### config.mk
export PLATFORM = sky130hd
export DESIGN_NAME = lbp_writer
export DESIGN_NICKNAME = d
export VERILOG_FILES = /design/src/rtl/lbp_writer.sv
export SDC_FILE = /design/constraint.sdc
export NUM_CORES = 1
export LEC_CHECK = 0
export ABC_AREA = 1
export ABC_CLOCK_PERIOD_IN_PS = 2640
export CORE_UTILIZATION = 60
export DETAILED_ROUTE_END_ITERATION = 10
export DONT_BUFFER_PORTS = 1
export GPL_TIMING_DRIVEN = 0
export PLACE_DENSITY = 0.85
export SLEW_MARGIN = 20
export SYNTH_ARGS = -nofsm -noshare
export SYNTH_HDL_FRONTEND = slang
export SYNTH_SLANG_ARGS = --single-unit
### constraint.sdc
create_clock -name clk -period 2.64 [get_ports clk]
set_clock_uncertainty 0.15 [all_clocks]
set_input_delay 0.792 -clock clk [delete_from_list [all_inputs] [get_ports clk]]
set_output_delay 0.792 -clock clk [all_outputs]
set_load 0.03 [all_outputs]
### src/rtl/lbp_writer.sv
// lbp_writer: turns the tagged centre+8-neighbour gray stream into one LBP memory write per pixel.
// Optional macro LBP_WCNT_EN adds wcnt_o, a saturating count of issued writes.
module lbp_writer #(
   parameter int ADDR_W    = 14,
   parameter int DATA_W    = 8,
   parameter int LAST_ADDR = 16383
) (
   input  logic              clk,
   input  logic              rst,
   input  logic              sample_valid_i,
   input  logic [3:0]        sample_idx_i,
   input  logic [DATA_W-1:0] sample_data_i,
   input  logic [ADDR_W-1:0] pix_addr_i,
   input  logic              border_i,
   output logic              lbp_valid_o,
   output logic [ADDR_W-1:0] lbp_addr_o,
   output logic [DATA_W-1:0] lbp_data_o,
`ifdef LBP_WCNT_EN
   output logic [ADDR_W:0]   wcnt_o,
`endif
   output logic              finish_o,
   output logic              err_o
);
   typedef enum logic {COLLECT, DONE} state_t;
   state_t            state_q, state_d;
   logic [3:0]        exp_q, exp_d;
   logic [7:0]        code_q, code_d;
   logic [DATA_W-1:0] centre_q, centre_d;
   logic              valid_q, valid_d;
   logic [ADDR_W-1:0] addr_q, addr_d;
   logic [DATA_W-1:0] data_q, data_d;
   logic              err_q, err_d;
   logic              last_wr;
   assign last_wr     = valid_q && (addr_q == ADDR_W'(LAST_ADDR));
   assign lbp_valid_o = valid_q;
   assign lbp_addr_o  = addr_q;
   assign lbp_data_o  = data_q;
   assign err_o       = err_q;
   assign finish_o    = (state_q == DONE);
   // State and output registers.
   always_ff @(posedge clk) begin
      if (rst) begin
         state_q  <= COLLECT;
         exp_q    <= '0;
         code_q   <= '0;
         centre_q <= '0;
         valid_q  <= 1'b0;
         addr_q   <= '0;
         data_q   <= '0;
         err_q    <= 1'b0;
      end else begin
         state_q  <= state_d;
         exp_q    <= exp_d;
         code_q   <= code_d;
         centre_q <= centre_d;
         valid_q  <= valid_d;
         addr_q   <= addr_d;
         data_q   <= data_d;
         err_q    <= err_d;
      end
   end
   // Sample sequencing, code accumulation and write issue; the last write closes the image
   // in the same cycle it is strobed, so nothing arriving alongside it is accepted.
   always_comb begin
      state_d  = state_q;
      exp_d    = exp_q;
      code_d   = code_q;
      centre_d = centre_q;
      valid_d  = 1'b0;
      addr_d   = addr_q;
      data_d   = data_q;
      err_d    = err_q;
      if (last_wr) state_d = DONE;
      if (state_q == COLLECT && !last_wr && sample_valid_i) begin
         if (border_i) begin
            valid_d = 1'b1;
            addr_d  = pix_addr_i;
            data_d  = '0;
            exp_d   = '0;
         end else if (sample_idx_i != exp_q) begin
            err_d    = 1'b1;
            code_d   = '0;
            exp_d    = (sample_idx_i == 4'd0) ? 4'd1 : 4'd0;
            centre_d = (sample_idx_i == 4'd0) ? sample_data_i : centre_q;
         end else if (sample_idx_i == 4'd0) begin
            centre_d = sample_data_i;
            code_d   = '0;
            exp_d    = 4'd1;
         end else begin
            code_d[3'(sample_idx_i - 4'd1)] = (sample_data_i >= centre_q);
            exp_d = (sample_idx_i == 4'd8) ? 4'd0 : sample_idx_i + 4'd1;
            if (sample_idx_i == 4'd8) begin
               valid_d = 1'b1;
               addr_d  = pix_addr_i;
               data_d  = DATA_W'(code_d);
            end
         end
      end
   end
`ifdef LBP_WCNT_EN
   logic [ADDR_W:0] wcnt_q;
   assign wcnt_o = wcnt_q;
   // Saturating count of write strobes; stops once the image is done.
   always_ff @(posedge clk) begin
      if (rst) wcnt_q <= '0;
      else if (valid_q && state_q == COLLECT && wcnt_q != {1'b1, {ADDR_W{1'b0}}}) wcnt_q <= wcnt_q + 1'b1;
   end
`endif
endmodule
=== Word level (Yosys, flattened, before mapping) ===
Index checks and enable logic that the tools add are counted.
W data, S select, Z words.

* Register bits: 45
* Output and inout port bits: 25

* $add $sub $neg: 2
* Magnitude comparators: 3
* Eq/ne operators: 5
* Multiplexer cells: 22
* Bitwise operators: 3
* Reductions and logical operators: 12

{| class="wikitable"
|+ Operators with widths
! kind !! count
|-
| $mux W14 || 4
|-
| $mux W8 || 6
|-
| $mux W4 || 4
|-
| $eq A14 B14 Y1 const B || 1
|-
| $bwmux W8 || 1
|-
| $ge A8 B8 Y1 || 1
|-
| $mux W1 || 6
|-
| $reduce_and A3 Y1 || 2
|-
| $add A4 B1 Y4 const B || 1
|-
| $eq A4 B4 Y1 const B || 1
|-
| $logic_and A1 B1 Y1 || 4
|-
| $logic_not A4 Y1 || 1
|-
| $lt A3 B4 Y1 const B || 1
|-
| $ne A2 B2 Y1 const B || 2
|-
| $ne A4 B4 Y1 || 1
|-
| $reduce_and A4 Y1 || 1
|-
| $demux W1 S3 || 1
|-
| $ge A3 B1 Y1 const B || 1
|-
| $not A1 Y1 || 3
|-
| $sub A3 B1 Y3 const B || 1
|-
| $reduce_and A2 Y1 || 1
|-
| $reduce_bool A2 Y1 || 1
|-
| $reduce_or A2 Y1 || 1
|-
| $logic_not A1 Y1 || 1
|}

=== Logic depth before layout (Yosys ltp) ===
Gate-level depths: netlist of run 1.

* Word-level depth: 10
* Mapped depth: 13

=== Worst setup path after synthesis of run 1 ===
OpenSTA, ideal clock, no wires.

* Kind: input port to flip-flop
* Start: input port sample_idx_i[0]
* End: register data_q[3], in the netlist lbp_data_o[3]
* Setup time: 0.132 ns
* Arrival time: 1.860 ns
* Required time: 2.358 ns
* Slack: 0.498 ns
* Cell stages on the path: 12
* Path buffers: 1
* Cell sequence: inv_2 ha_1 inv_1 nor2_1 nand2_1 nand2_1 nand2_4 inv_2 nand2_4 buf_6 nand2_1 a21oi_1

* Word-level cells in the longest chain between the ends: 10

{| class="wikitable"
|+ RTL lines
! element !! RTL line !! text
|-
| start, declared || 11 || <nowiki>input logic [3:0] sample_idx_i,</nowiki>
|-
| $sub A3 B1 Y3 || 90 || <nowiki>code_d[3'(sample_idx_i - 4'd1)] = (sample_data_i >= centre_q);</nowiki>
|-
| $lt A3 B4 Y1 or $ge A3 B1 Y1 (tied branches) || 90 ||
|-
| $logic_and A1 B1 Y1 (not written as such) || 90 ||
|-
| $mux W1 (not written as such) || 90 ||
|-
| $demux W1 S3 || 90 ||
|-
| $bwmux W8 || 90 ||
|-
| $mux W8 || 92 || <nowiki>if (sample_idx_i == 4'd8) begin</nowiki>
|-
| $mux W8 || 85 || <nowiki>end else if (sample_idx_i == 4'd0) begin</nowiki>
|-
| $mux W8 || 80 || <nowiki>end else if (sample_idx_i != exp_q) begin</nowiki>
|-
| $mux W8 || 75 || <nowiki>if (border_i) begin</nowiki>
|-
| end signal, assigned || 58 || <nowiki>data_q <= data_d;</nowiki>
|-
| end, declared || 31 || <nowiki>logic [DATA_W-1:0] data_q, data_d;</nowiki>
|}

Several ways; a longest one is shown, not always the timed one. The select of a mux whose other input is x is not followed.
A chain may end at the register's enable or synchronous reset.

=== Worst setup path in the final report of run 1 ===
* Start: register addr_q[5], in the netlist lbp_addr_o[5]
* End: register centre_q[5]

* Word-level cells in the longest chain between the ends: 6

{| class="wikitable"
|+ RTL lines
! element !! RTL line !! text
|-
| start, declared || 30 || <nowiki>logic [ADDR_W-1:0] addr_q, addr_d;</nowiki>
|-
| start signal, assigned || 57 || <nowiki>addr_q <= addr_d;</nowiki>
|-
| $eq A14 B14 Y1 || 34 || <nowiki>assign last_wr = valid_q && (addr_q == ADDR_W'(LAST_ADDR));</nowiki>
|-
| $logic_and A1 B1 Y1 || 34 ||
|-
| $logic_not A1 Y1 || 74 || <nowiki>if (state_q == COLLECT && !last_wr && sample_valid_i) begin</nowiki>
|-
| $logic_and A1 B1 Y1 (2 in a row) || 74 ||
|-
| $reduce_and A3 Y1 (no line) || - ||
|-
| end signal, assigned || 55 || <nowiki>centre_q <= centre_d;</nowiki>
|-
| end, declared || 28 || <nowiki>logic [DATA_W-1:0] centre_q, centre_d;</nowiki>
|}

No other way between the ends.

==> results of run 1 <==
==> Yosys cell counts (5+ instances only) <==
master   count
nor2_1      42
dfxtp_1     45
o21ai_1     10
nor2_2      17
nand3_1      9
o21ai_0      5
nand2_1    115
nand2_2      5
ha_1        10
a21oi_1     25
inv_1       37
==> final cells by class <==
type | count | area share
inverter | 40 | 0.0599
tap | 48 | 0.0240
clock inverter | 3 | 0.0185
sequential | 45 | 0.359
multi-input combinational | 250 | 0.487
buffer | 9 | 0.0240
clock buffer | 5 | 0.0275
==> worst max-delay path, cell delays in order (launching register included) <==
cell	delay, ps
dfxtp_1	560
nand2_1	100
inv_1	60
nand2_1	50
nor2_1	130
nand2_2	100
nand3_4	140
nor2_2	70
nand2_1	220
buf_2	280
nand2_1	80
nand2_1	60
nor2_1	40
==> flip-flops by register name, summed over array words and instances (netlist names) <==
signal	cells
code_q	8
lbp_data_o	8
finish_o	1
lbp_valid_o	1
err_o	1
centre_q	8
lbp_addr_o	14
exp_q	4
==> power breakdown <==
| group | total [W] | switching [W] | internal [W] |
|---|---|---|---|
| registers | 0.000739 | 0.0000436 | 0.000696 |
| logic | 0.000139 | 0.0000915 | 0.0000479 |
| clock network | 0.000530 | 0.000247 | 0.000283 |
| total | 0.00141 | 0.000382 | 0.00103 |
==> path summary, 6_finish.rpt <==
| kind | depth (start not counted) | from | endpoint | slack (ps) |
|---|---|---|---|---|
| worst min register to register | 2 | code_q[5] | code_q[5] | 320 |
| worst min-delay path | 2 | code_q[5] | code_q[5] | 320 |
| worst max-delay path | 12 | lbp_addr_o[5] | centre_q[5] | 510 |
| worst max register to register | 12 | lbp_addr_o[5] | centre_q[5] | 510 |
==> routing by layer <==
layer  wire, µm  vias up  track usage
met5          0        -            0
li1           -     1074            -
met3        290        6       0.0750
met4         65        0       0.0889
met1       2080      942        0.288
met2       2380       50        0.449
==> cell usage in the layout, fill, tap and decap left out, drive strengths merged <==
master,Yosys,final
clkinv,0,1
o21ai,15,15
clkinvlp,0,1
a21oi,25,25
nand3,10,10
nor2,62,62
dfxtp,45,45
clkbuf,3,8
bufinv,0,1
inv,40,40
ha,10,10
buf,6,6
xor2,1,1
nand2,122,122
a21o,1,1
nand4,3,3
nor3,1,1
==> per-stage QoR <==
stage	cells	cell area (µm²)	setup WS [ps]	utilization
floorplan	344	2330	498	-
global placement	392	2390	336	0.648
detailed placement	392	2390	305	0.648
CTS	400	2510	513	0.679
global route	400	2510	334	0.679
finish	400	2510	513	0.679
==> logic make-up after synthesis <==
logic type,Yosys count,synth area share
adder cells (fa/ha/maj),10,0.0537
AND/OR/NAND/NOR,198,0.377
XOR/XNOR,1,0.00376
AO/OA/AOI/OAI,41,0.0891
flip-flops,45,0.386
buffers and inverters,49,0.0902
==> impl_metrics.toml, run 1 <==
[route]
wl_per_cell_um = 12.0
first_iter_violations = 141
antenna_left = 0
first_pass_iters = 4
vias = 2072
drt-total-wl_mm = 4.81
via_per_inst = 5.18
drc = 0

[grt]
grt_use_total = 0.254
grt_pass1_wl_mm = 8.19
grt_max_degree = 16
grt_pass1_vias = 1931
grt_overflow = 0
antenna_found_initial = 0

[synth]
syn-num-nets = 384
synth_top_area_frac = 0.386
syn-mean-instance-area_um2 = 6.78
yosysWarningCount = 0
ys_ff_latch = 45
synth_edf_count = 0
syn_inst = 344
synth_top_cell_by_area = "dfxtp_1"
async_flop_share = 0
ys_top_cells_by_area = "dfxtp_1 39%, nand2_1 19%, nor2_1 6.8%"
synthFlopType = "dfxtp_1"
synth-seq-area-share = 0.386
synthDistinctLibCells = 23
netlist_area_um2 = 2330

[flow_run]
drv_cap = 0

[floorplanning]
design.core.area_um2 = 3690
fp.dieH_um = 64.3
initial_core_util = 0.632
io_pins = 55
die_area_um2 = 4140
die_w_um = 64.3
rows = 22

[sta]
max_clock_freq_mhz = 470
drv_slew = 0
fin_crit_sh = 0.806
layout_min_cycle_time_ps = 2130
tns_ps = 0
slew-limit-headroom = 0.643
tightest_slew_ps = 535
timing.hold.ws_ps = 317
hold_viol = 0
rsz0062_at_grt = "false"
setup_viol = 0

[layout]
nets = 391
antenna_cells = 0
area.sequential_um2 = 901
layout-drive-gt1-share = 0.128
nFillCells = 331
synthToLayoutAreaGrowth_pct = 7.51
multi_input_area_um2 = 1220

[cts]
cts_hold_buffers = 0
cts_resized = 0
post_cts_buffers = 0
cts.path.max_buffers = 2
tritoncts = "yes"
cts_max_level = 2
cts_sinks = 45
path_clk_slew_ps = 90
clkLatencyLatePin_ps = 310
clockRootBuffer = "clkbuf_8"
cts-buffers-inserted = 5

[min_path]
hp-class = "flip-flop to flip-flop"

[worst_setup_path]
crit_arrival_ps = 2190
path_max_fanout = 10
end_kind = "flip-flop"
critPathRequiredTime_ps = 2700
startpoint_type = "flip-flop"
critPathKind = "flip-flop to flip-flop"

[placed_design]
io_buffers = 0
dp_hpwl_mm = 3.53
gp_congestion = 0.820

[outcome]
status = "finished clean"

[power_and_ir_drop]
p_total_w = 0.00141
powerDensity_nw_per_um2 = 562
ir_worst_vdd_mv = 0.366
p_leak_nw = 1.20
No activity file was read; power rests on OpenSTA's default activity.
==> run 2: changes to the inputs <==
- ABC_CLOCK_PERIOD_IN_PS: 2640 -> 2000
- clock period: 2.64 -> 2 ns (I/O delays scaled with it)
==> run 2 against run 1 <==
Sequential share of layout area is 0.63 points higher. Worst setup slack worse by 340 ps. Clock power increased by 33%. Combinational power is 35% higher. Critical path depth unchanged. Sequential power increased by 32%. Design area is 2.2% higher. Critical path type unchanged. Largest power group unchanged.
==> impl_metrics.toml, run 2 (synthesized netlist as in run 1, its figures left out) <==
[outcome]
status = "finished clean"

[layout]
layout-drive-gt1-share = 0.176
multi_input_area_um2 = 1240
final_cell_mix = "114 x nand2_1, 42 x nor2_1, 37 x inv_1, 30 x dfxtp_1, 25 x a21oi_1"
nets = 391
synthToLayoutAreaGrowth_pct = 9.93
area.sequential_um2 = 937
layout_commonest_cell = "nand2_1"
antenna_cells = 0
final_util = 0.695
largest_reg_flops = 14
nFillCells = 335

[route]
first_iter_violations = 190
drt-total-wl_mm = 4.93
wl_met2_mm = 2.47
wl_met1_mm = 2.08
vias = 2082
wl_per_cell_um = 12.3
antenna_left = 0
wl_met3_um = 305
drc = 0
via_per_inst = 5.21
first_pass_iters = 4
highest_layer = "met4"

[cts]
path_clk_slew_ps = 90
clkLatencyLatePin_ps = 310
clockRootBuffer = "clkbuf_8"
cts_max_level = 2
cts_hold_buffers = 0
tritoncts = "yes"
cts-buffers-inserted = 5
cts_resized = 15
cts_sinks = 45
cts.path.max_buffers = 2
post_cts_buffers = 0

[power_and_ir_drop]
p_switching_w = 0.000511
seq_power_share = 0.522
p_leak_nw = 1.21
pwr-share-clk = 0.377
p_comb_frac = 0.101
powerDensity_nw_per_um2 = 728
switching_share = 0.274
p_int_w = 0.00136
ir_worst_vdd_mv = 0.485

[sta]
setup_viol = 0
max_clock_freq_mhz = 547
timing.hold.ws_ps = 208
slew-limit-headroom = 0.660
hold_viol = 0
tightest_slew_ps = 510
fin_crit_sh = 0.914
layout_min_cycle_time_ps = 1830
drv_slew = 0
rsz0062_at_grt = "false"

[floorplanning]
die_area_um2 = 4140
rows = 22
die_w_um = 64.3
initial_core_util = 0.632
design.core.area_um2 = 3690
io_pins = 55
fp.dieH_um = 64.3

[grt]
grt_use_total = 0.258
grt_pass1_wl_mm = 8.31
antenna_found_initial = 0
grt_pass1_vias = 1948
grt_max_degree = 16
grt_overflow = 0

[worst_setup_path]
critPathKind = "flip-flop to flip-flop"
critPathRequiredTime_ps = 2060
path_max_fanout = 10
r2r_slack_ps = 170
startpoint_type = "flip-flop"
end_kind = "flip-flop"
crit_arrival_ps = 1890

[min_path]
hp-class = "input port to flip-flop"

[placed_design]
dp_hpwl_mm = 3.53
gp_congestion = 0.820
io_buffers = 0

[flow_run]
drv_cap = 0
[run 2: cell types whose count changed in the layout (fill, tap and decap cells not counted), sizes merged]
| cell | delta |
|---|---|
| buf | -1 |
| clkbuf | +1 |
[run 2: metal layers]
metal / global-route usage / up-vias
met1: 0.293 / 948
met2: 0.457 / 51
met5: 0 / -
met4: 0.0889 / 0
li1: - / 1077
met3: 0.0732 / 6
[run 2: final timing paths]
path,from,to,depth (start not counted)
worst max-delay path,lbp_addr_o[8],centre_q[5],12
worst min-delay path,rst,code_q[5],1
worst max register to register,lbp_addr_o[8],centre_q[5],12
worst min register to register,code_q[5],code_q[5],2
[run 2: cell type report]
type                       instances  share of cell area
buffer                             9              0.0244
inverter                          40              0.0586
sequential                        45               0.366
tap                               48              0.0234
multi-input combinational        250               0.483
clock buffer                       5              0.0269
clock inverter                     3              0.0181
[run 2: stage by stage]
step / power [W] / TNS (ps) / instances / cell area [µm²] / setup slack (ps)
2_1_floorplan: 0.00114 / 0 / 344 / 2330 / 50.3
3_3_place_gp: 0.00117 / -2550 / 392 / 2390 / -112
3_5_place_dp: 0.00118 / -3890 / 392 / 2390 / -143
4_1_cts: 0.00187 / 0 / 400 / 2520 / 6.62
5_1_grt: 0.00195 / 0 / 400 / 2560 / 7.26
6_report: 0.00187 / 0 / 400 / 2560 / 172
[run 2: power groups by stage]
| stage | clock, W | sequential [W] | combinational (W) |
|---|---|---|---|
| after CTS | 0.000707 | 0.000980 | 0.000184 |
| after floorplan | 0 | 0.000992 | 0.000149 |
| after global routing | 0.000754 | 0.000979 | 0.000215 |
| after global placement | 0 | 0.000996 | 0.000177 |
| after detailed placement | 0 | 0.000997 | 0.000183 |
| final | 0.000704 | 0.000975 | 0.000188 |
[run 2: worst max-delay path, cell delays in order, from the launching register on]
cell,delay [ps]
dfxtp_2,440
nand2_1,70
inv_1,50
nand2_1,40
nor2_1,130
nand2_2,110
nand3_4,150
nor2_4,60
nand2_2,140
clkbuf_4,230
nand2_1,70
nand2_1,60
nor2_1,40
